### src/rtl/pipeline_pkg.sv
// Shared pipeline control types: 2-bit BHT counter encoding and register constants.
// Used by bht_2bit and hazard_branch_ctrl.
package pipeline_pkg;

    typedef enum logic [1:0] {
        SNT = 2'b00,
        WNT = 2'b01,
        WT  = 2'b10,
        ST  = 2'b11
    } bht_state_e;

    localparam bht_state_e BHT_RESET_STATE = WNT;
    localparam logic [4:0] REG_X0          = 5'd0;

    // Saturating step of a 2-bit branch counter toward the observed outcome.
    function automatic bht_state_e bht_next(input bht_state_e cur, input logic taken);
        bht_state_e nxt;
        nxt = cur;
        if (taken) begin
            if (cur != ST) nxt = bht_state_e'(cur + 2'd1);
        end else begin
            if (cur != SNT) nxt = bht_state_e'(cur - 2'd1);
        end
        return nxt;
    endfunction

endpackage

### src/rtl/bht_2bit.sv
// Branch history table of 2-bit saturating counters, indexed by pc[IDX_W+1:2].
// One combinational read port, one clocked update port; a same-index read sees the old value.
module bht_2bit
    import pipeline_pkg::*;
#(
    parameter int XLEN    = 64,
    parameter int ENTRIES = 64
) (
    input  logic            clk,
    input  logic            rst,
    input  logic [XLEN-1:0] rd_pc,
    output logic            rd_taken,
    input  logic            upd_en,
    input  logic [XLEN-1:0] upd_pc,
    input  logic            upd_taken
);

    localparam int IDX_W = $clog2(ENTRIES);

    bht_state_e      table_q [ENTRIES];
    bht_state_e      rd_state;
    logic [IDX_W-1:0] rd_idx;
    logic [IDX_W-1:0] upd_idx;
    logic            unused_pc_bits;

    assign rd_idx   = rd_pc[IDX_W+1:2];
    assign upd_idx  = upd_pc[IDX_W+1:2];
    assign rd_state = table_q[rd_idx];
    assign rd_taken = rd_state[1];

    // Only the word-index bits of the PCs select an entry.
    assign unused_pc_bits = ^{rd_pc[XLEN-1:IDX_W+2], rd_pc[1:0],
                              upd_pc[XLEN-1:IDX_W+2], upd_pc[1:0]};

    always_ff @(posedge clk or posedge rst) begin
        if (rst) begin
            for (int i = 0; i < ENTRIES; i++) begin
                table_q[i] <= BHT_RESET_STATE;
            end
        end else if (upd_en) begin
            table_q[upd_idx] <= bht_next(table_q[upd_idx], upd_taken);
        end
    end

endmodule

### src/rtl/hazard_branch_ctrl.sv
// Pipeline hazard/branch control: load-use stalls, EX mispredict flush/redirect, BHT prediction.
// Optional perf counters are built only when HAZ_PERF_CNT_EN is defined.
module hazard_branch_ctrl
    import pipeline_pkg::*;
#(
    parameter int XLEN        = 64,
    parameter int BHT_ENTRIES = 64,
    parameter int PERF_W      = 32
) (
    input  logic              clk,
    input  logic              rst,
    input  logic [XLEN-1:0]   if_pc,
    output logic              pred_taken,
    input  logic [4:0]        id_rs1_addr,
    input  logic [4:0]        id_rs2_addr,
    input  logic              ex_mem_rd,
    input  logic [4:0]        ex_rd_addr,
    input  logic              ex_branch,
    input  logic              ex_prediction,
    input  logic              ex_taken,
    input  logic [XLEN-1:0]   ex_pc,
    output logic              pc_stall,
    output logic              if_id_stall,
    output logic              if_id_flush,
    output logic              id_ex_flush,
    output logic              redirect,
    output logic              redirect_taken,
    output logic [PERF_W-1:0] perf_mispred,
    output logic [PERF_W-1:0] perf_stall
);

    logic load_use;
    logic mispredict;
    logic stall;

    bht_2bit #(
        .XLEN    (XLEN),
        .ENTRIES (BHT_ENTRIES)
    ) u_bht (
        .clk       (clk),
        .rst       (rst),
        .rd_pc     (if_pc),
        .rd_taken  (pred_taken),
        .upd_en    (ex_branch),
        .upd_pc    (ex_pc),
        .upd_taken (ex_taken)
    );

    assign load_use   = ex_mem_rd && (ex_rd_addr != REG_X0) &&
                        ((ex_rd_addr == id_rs1_addr) || (ex_rd_addr == id_rs2_addr));
    assign mispredict = ex_branch && (ex_prediction != ex_taken);

    // A mispredict squashes ID anyway, so stalling it would only hold a wrong-path instruction.
    assign stall = load_use && !mispredict && !rst;

    assign pc_stall       = stall;
    assign if_id_stall    = stall;
    assign if_id_flush    = mispredict && !rst;
    assign id_ex_flush    = (load_use || mispredict) && !rst;
    assign redirect       = mispredict && !rst;
    assign redirect_taken = mispredict && ex_taken && !rst;

`ifdef HAZ_PERF_CNT_EN
    logic [PERF_W-1:0] mispred_cnt;
    logic [PERF_W-1:0] stall_cnt;

    always_ff @(posedge clk or posedge rst) begin
        if (rst) begin
            mispred_cnt <= '0;
            stall_cnt   <= '0;
        end else begin
            if (mispredict) mispred_cnt <= mispred_cnt + 1'b1;
            if (stall)      stall_cnt   <= stall_cnt + 1'b1;
        end
    end

    assign perf_mispred = mispred_cnt;
    assign perf_stall   = stall_cnt;
`else
    assign perf_mispred = '0;
    assign perf_stall   = '0;
`endif

endmodule
### config.mk
export PLATFORM = sky130hd
export DESIGN_NAME = hazard_branch_ctrl
export DESIGN_NICKNAME = d
export VERILOG_FILES = /design/src/rtl/pipeline_pkg.sv /design/src/rtl/bht_2bit.sv /design/src/rtl/hazard_branch_ctrl.sv
export SDC_FILE = /design/constraint.sdc
export NUM_CORES = 1
export LEC_CHECK = 0
export CORE_MARGIN = 8
export CORE_UTILIZATION = 40
export CTS_BUF_LIST = sky130_fd_sc_hd__clkbuf_8 sky130_fd_sc_hd__clkbuf_16
export CTS_CLUSTER_DIAMETER = 150
export DETAILED_ROUTE_END_ITERATION = 8
export PLACE_DENSITY = 0.79
export SYNTH_ARGS = -nofsm -noshare
export SYNTH_HDL_FRONTEND = slang
export SYNTH_SLANG_ARGS = --single-unit
export TNS_END_PERCENT = 10
### constraint.sdc
create_clock -name clk -period 6.3 [get_ports clk]
set_input_delay 0.945 -clock clk [delete_from_list [all_inputs] [get_ports clk]]
set_output_delay 0.945 -clock clk [all_outputs]
set_load 0.1 [all_outputs]
==> flow_summary.ini, run 1 <==
[run_status]
status = completed

[setup_path]
worst_setup_path_start_kind = primary input
r2r-end = u_bht.table_q[93]$_DFFE_PP0P_
worstPathArrival_ns = 3.88
ff2ff_setup_slack_ns = 3.09
crit_path_end_kind = output pin
critPathRequiredTime_ns = 5.35
timing.rr.start = u_bht.table_q[64]$_DFFE_PP1P_
path_class = in2out
r2r_cells = 8
path_max_fanout = 16

[min_path]
holdPathEnd = u_bht.table_q[57]$_DFFE_PP0P_
hold_path_depth = 2
min_path_type = reg2reg
min-delay-start = u_bht.table_q[57]$_DFFE_PP0P_

[layout]
nets = 876
num_antenna_cells = 0
largest_reg_flops = 128
most-common-layout-cells = nor2_1 (131), mux2_2 (81), a21oi_1 (79)
layout_commonest_cell = nor2_1
seq_area_um2 = 3280
area_growth_pct = 12.2
drive_above_1_share = 0.303
num-fill-cells = 1693
multi_input_area_um2 = 3670
top_regs = u_bht.table_q (128)
top_register = u_bht.table_q

[power]
p_sw_frac = 0.320
clockPowerShare = 0.360
net-switching-power_mw = 0.936
p_leak_nw = 3.40
p_comb_frac = 0.248
seqPwrFrac = 0.392
peakVddDrop_mv = 0.204
internal_power_mw = 1.99
p_per_area_nw_per_um2 = 349
fin_total_pwr_mw = 2.92

[drt]
routed_via_density = 5.69
wl_per_cell_um = 20.3
num_vias = 5545
drc = 0
drt_pre_antenna_iters = 7
antenna_left = 0
routed_wl_um = 19700
drt_iter0_markers = 571

[sta]
finalWorstSetupSlack_ns = 1.48
final_hold_viol_count = 0
rsz0062_at_grt = no
setup-violations-final = 0
slew_viol_final = 0
fin_skew_ns = 0.00841
min_period_over_period = 0.765
setup-tns-final_ns = 0
fmax_mhz = 207
finalCriticalPeriod_ns = 4.82
slew_headroom = 0.158
worst_pin_slew_ns = 1.26

[clock_tree]
cts_max_path_buffers = 2
post_cts_buffers = 0
path_clk_slew_ns = 0.06
clock_sinks = 128
numCtsBuffers = 17
cts_tree = done
root_buffer = clkbuf_16
post_cts_resized = 0
cts_hold_buffers = 0
htreeDepth = 4
insertion_delay_ns = 0.43

[place]
port_buffers = 39
dp_hpwl_um = 13100
place_ws_ns = 1.55
routabilityCongestion = 0.869

[synth]
post_synth.cell_area_avg_um2 = 10.6
synth_seq_cells = 128
synth_top_area_share = 0.225
synth_edf_count = 0
ys.warnings.count = 0
synth-seq-area-share = 0.440
synth_ff_type = dfstp_2
syn-cell-area_um2 = 7470
synth_top_cell_by_area = dfstp_2
ys_top_cells_by_area = dfstp_2 (23%), dfrtp_1 (21%), mux2_2 (12%)
synthCells = 707
async_flop_share = 1.00
yosysUniqueCellTypes = 52

[die]
rows = 50
fp.dieW_um = 153
core_area_um2 = 18500
initial_core_util = 0.403
num_io_pins = 220
die-area_um2 = 23300
die_h_um = 153

[global_route]
antenna_found_initial = 0
grt_pass1_vias = 5656
grt_max_degree = 68
grt.total_usage = 0.172
grt_pass1_wl_um = 31600
grt_overflow_total = 0

[run]
drv_cap = 0
[cell families (layout without fill, tap and decap cells)]
| group | after synthesis | after routing | synth area share |
|---|---|---|---|
| multiplexers | 124 | 124 | 0.225 |
| buffers and inverters | 115 | 85 | 0.100 |
| other | 1 | 64 | 0.000502 |
| AO/OA/AOI/OAI | 140 | 140 | 0.112 |
| flip-flops | 128 | 128 | 0.440 |
| XOR/XNOR | 11 | 11 | 0.0129 |
| AND/OR/NAND/NOR | 186 | 186 | 0.107 |
| adder cells (fa/ha/maj) | 2 | 2 | 0.00285 |
[routing by layer]
metal	share of wire	routed length, um	track usage	up-vias
li1	-	-	-	2438
met1	0.40	7930	0.212	2738
met2	0.46	9000	0.259	318
met3	0.11	2130	0.0720	51
met4	0.034	676	0.0801	0
met5	0	0	0	-
[final cells by class]
class | count | share of cell area
multi-input cells | 527 | 0.439
flip-flops and latches | 128 | 0.392
repair buffers | 49 | 0.0570
clock buffers | 20 | 0.0557
well taps | 234 | 0.0349
clock inverters | 12 | 0.0197
inverters | 4 | 0.00224
[worst max-delay path, stage by stage]
cell	delay [ns]
clkdlybuf4s50_1	1.18
mux4_2	0.47
mux4_2	0.49
mux4_2	0.52
buf_4	0.26
[power by group through the flow]
stage	Sequential, mW	Clock [mW]	Combinational (mW)
6_report	1.14	1.05	0.724
3_5_place_dp	1.15	0	0.714
2_1_floorplan	1.11	0	0.617
4_1_cts	1.14	1.06	0.719
3_3_place_gp	1.14	0	0.699
5_1_grt	1.16	1.10	0.773
[how the worst max path moves through the flow]
stage / startpoint / endpoint / slack [ns] / depth (start not counted)
2_1_floorplan: rst / pc_stall / 0.72 / 4
5_1_grt: if_pc[3] / pred_taken / 1.49 / 5
3_5_place_dp: if_pc[3] / pred_taken / 1.55 / 5
3_3_place_gp: if_pc[3] / pred_taken / 1.58 / 5
6_report: if_pc[3] / pred_taken / 1.48 / 5
4_1_cts: if_pc[3] / pred_taken / 1.55 / 5
[synth_stat cells (2+ instances only)]
cell type  instances
nor2_1           131
mux2_2            81
a21oi_1           79
buf_4             68
dfrtp_1           64
dfstp_2           64
mux4_2            27
buf_2             18
nand2_1           16
mux2i_1           14
a22oi_1           13
clkbuf_1          13
a31oi_1           11
nand3_1           11
o21ai_0           11
buf_1              6
nor2b_1            6
xor2_1             6
a221oi_1           5
buf_6              5
xnor2_1            5
a22o_1             4
inv_1              4
nor3_1             4
o22ai_1            4
and2_1             3
and3_1             3
a311oi_1           2
a32oi_1            2
mux2_1             2
nor3b_1            2
or2_2              2
or3b_2             2
[through the flow]
stage	std cells	hold WS (ns)	area, um^2	utilization
2_1_floorplan	770	0.504	7710	-
3_3_place_gp	942	0.522	7750	0.418
3_5_place_dp	942	0.535	7750	0.418
4_1_cts	974	0.548	8380	0.453
5_1_grt	974	0.578	8380	0.453
6_report	974	0.549	8380	0.453
Note: power is estimated with default switching activity, not from simulation.
==> inputs of run 2 (changes only) <==
==> constraint.sdc (replaced) <==
create_clock -name clk -period 4.9 [get_ports clk]
set_input_delay 0.735 -clock clk [delete_from_list [all_inputs] [get_ports clk]]
set_output_delay 0.735 -clock clk [all_outputs]
set_load 0.1 [all_outputs]
==> run 2 against run 1 <==
Critical path depth increased by 1; worst setup slack worse by 0.71 ns; design area is 0.45% higher; clock skew is essentially flat; first-iteration DRC count increased by 11%; non-clock buffer count grew 9; largest power group unchanged; register-to-register slack got worse by 1.2 ns; via count up 2.3%; global-route usage decreased by 0.48 points; sequential power increased by 30%; wire length decreased by 1.2%; power increased by 25%; critical path type unchanged.
==> flow_summary.ini, run 2 (synthesis gave the netlist of run 1 again) <==
[drt]
routed_via_density = 5.78
antenna_left = 0
wl_per_cell_um = 19.8
drt_pre_antenna_iters = 6
drc = 0
drt_iter0_markers = 632
routed_wl_um = 19500
num_vias = 5672

[sta]
slew_headroom = 0.394
slew_viol_final = 0
setup-tns-final_ns = 0
finalCriticalPeriod_ns = 4.14
final_hold_viol_count = 0
fin_skew_ns = 0.00861
worst_pin_slew_ns = 0.909
finalWorstSetupSlack_ns = 0.764
rsz0062_at_grt = no
setup-violations-final = 0
fmax_mhz = 242
min_period_over_period = 0.844

[die]
initial_core_util = 0.403
num_io_pins = 220
rows = 50
die_h_um = 153
die-area_um2 = 23300
fp.dieW_um = 153
core_area_um2 = 18500

[place]
place_ws_ns = 0.602
dp_hpwl_um = 13100
port_buffers = 39
routabilityCongestion = 0.855

[global_route]
grt_pass1_wl_um = 31200
grt_pass1_vias = 5644
grt_max_degree = 73
antenna_found_initial = 0
grt.total_usage = 0.168
grt_overflow_total = 0

[run_status]
status = completed

[power]
p_comb_frac = 0.259
clockPowerShare = 0.336
p_per_area_nw_per_um2 = 433
internal_power_mw = 2.47
p_sw_frac = 0.321
p_leak_nw = 3.47
net-switching-power_mw = 1.17
seqPwrFrac = 0.405
peakVddDrop_mv = 0.196

[setup_path]
path_class = in2out
worstPathArrival_ns = 3.40
path_max_fanout = 16
worst_setup_path_start_kind = primary input
critPathRequiredTime_ns = 4.16
crit_path_end_kind = output pin

[layout]
layout_commonest_cell = nor2_1
nets = 885
most-common-layout-cells = nor2_1 (131), mux2_2 (81), a21oi_1 (78)
top_register = u_bht.table_q
num_antenna_cells = 0
area_growth_pct = 12.7
largest_reg_flops = 128
drive_above_1_share = 0.317
top_regs = u_bht.table_q (128)

[clock_tree]
clock_sinks = 128
cts_tree = done
post_cts_resized = 0
path_clk_slew_ns = 0.05
root_buffer = clkbuf_16
htreeDepth = 4
cts_hold_buffers = 0
numCtsBuffers = 17
cts_max_path_buffers = 2
insertion_delay_ns = 0.42
post_cts_buffers = 0

[min_path]
min_path_type = reg2reg

[run]
drv_cap = 0
-- run 2: cell type report --
| cell class | instances | area, um^2 |
|---|---|---|
| Clock inverter | 10 | 95.1 |
| Sequential cell | 128 | 3280 |
| Tap cell | 234 | 293 |
| Clock buffer | 21 | 480 |
| Fill cell | 1648 | 10100 |
| Timing Repair Buffer | 58 | 568 |
| Inverter | 4 | 18.8 |
| Multi-Input combinational cell | 527 | 3680 |
-- run 2: path summary, 6_finish.rpt --
| path | start | endpoint | slack (ns) | depth (start not counted) |
|---|---|---|---|---|
| setup / recovery | if_pc[2] | pred_taken | 0.76 | 6 |
| hold / removal | u_bht.table_q[5]$_DFFE_PP0P_ | u_bht.table_q[5]$_DFFE_PP0P_ | 0.55 | 2 |
| setup reg to reg | u_bht.table_q[64]$_DFFE_PP1P_ | u_bht.table_q[102]$_DFFE_PP1P_ | 1.88 | 8 |
| hold reg to reg | u_bht.table_q[5]$_DFFE_PP0P_ | u_bht.table_q[5]$_DFFE_PP0P_ | 0.55 | 2 |
| max in group asynchronous | rst | u_bht.table_q[99]$_DFFE_PP0P_ | 2.54 | 4 |
| min in group asynchronous | rst | u_bht.table_q[29]$_DFFE_PP0P_ | 0.98 | 3 |
-- run 2: through the flow --
step                      instance area [um^2]  hold WS [ns]  utilization  total power, mW  instances
after floorplan                           7710         0.504            -             2.22        770
final                                     8420         0.549        0.455             3.64        982
after CTS                                 8420         0.552        0.455             3.64        982
after detailed placement                  7840         0.541        0.423             2.41        951
after global placement                    7840         0.526        0.423             2.37        951
after global routing                      8420         0.571        0.455             3.78        982
-- run 2: power by group through the flow --
stage               clock network (mW)  logic (mW)  registers [mW]
floorplan                            0       0.793            1.43
CTS                               1.24       0.937            1.47
finish                            1.22       0.942            1.48
global placement                     0       0.908            1.46
global route                      1.28        1.00            1.50
detailed placement                   0       0.931            1.48
-- run 2: per-layer routing --
metal  up-vias  part of all wire  GRT usage
li1       2454                 -          -
met1      2782              0.38      0.195
met2       356              0.46      0.266
met3        80              0.11     0.0576
met4         0             0.048     0.0952
met5         -                 0          0
-- run 2: worst max-delay path, cell delays in order --
cell and delay [ns]:
clkdlybuf4s50_1 0.46, buf_4 0.33, mux4_2 0.58, mux4_2 0.52
mux4_2 0.56, buf_12 0.19
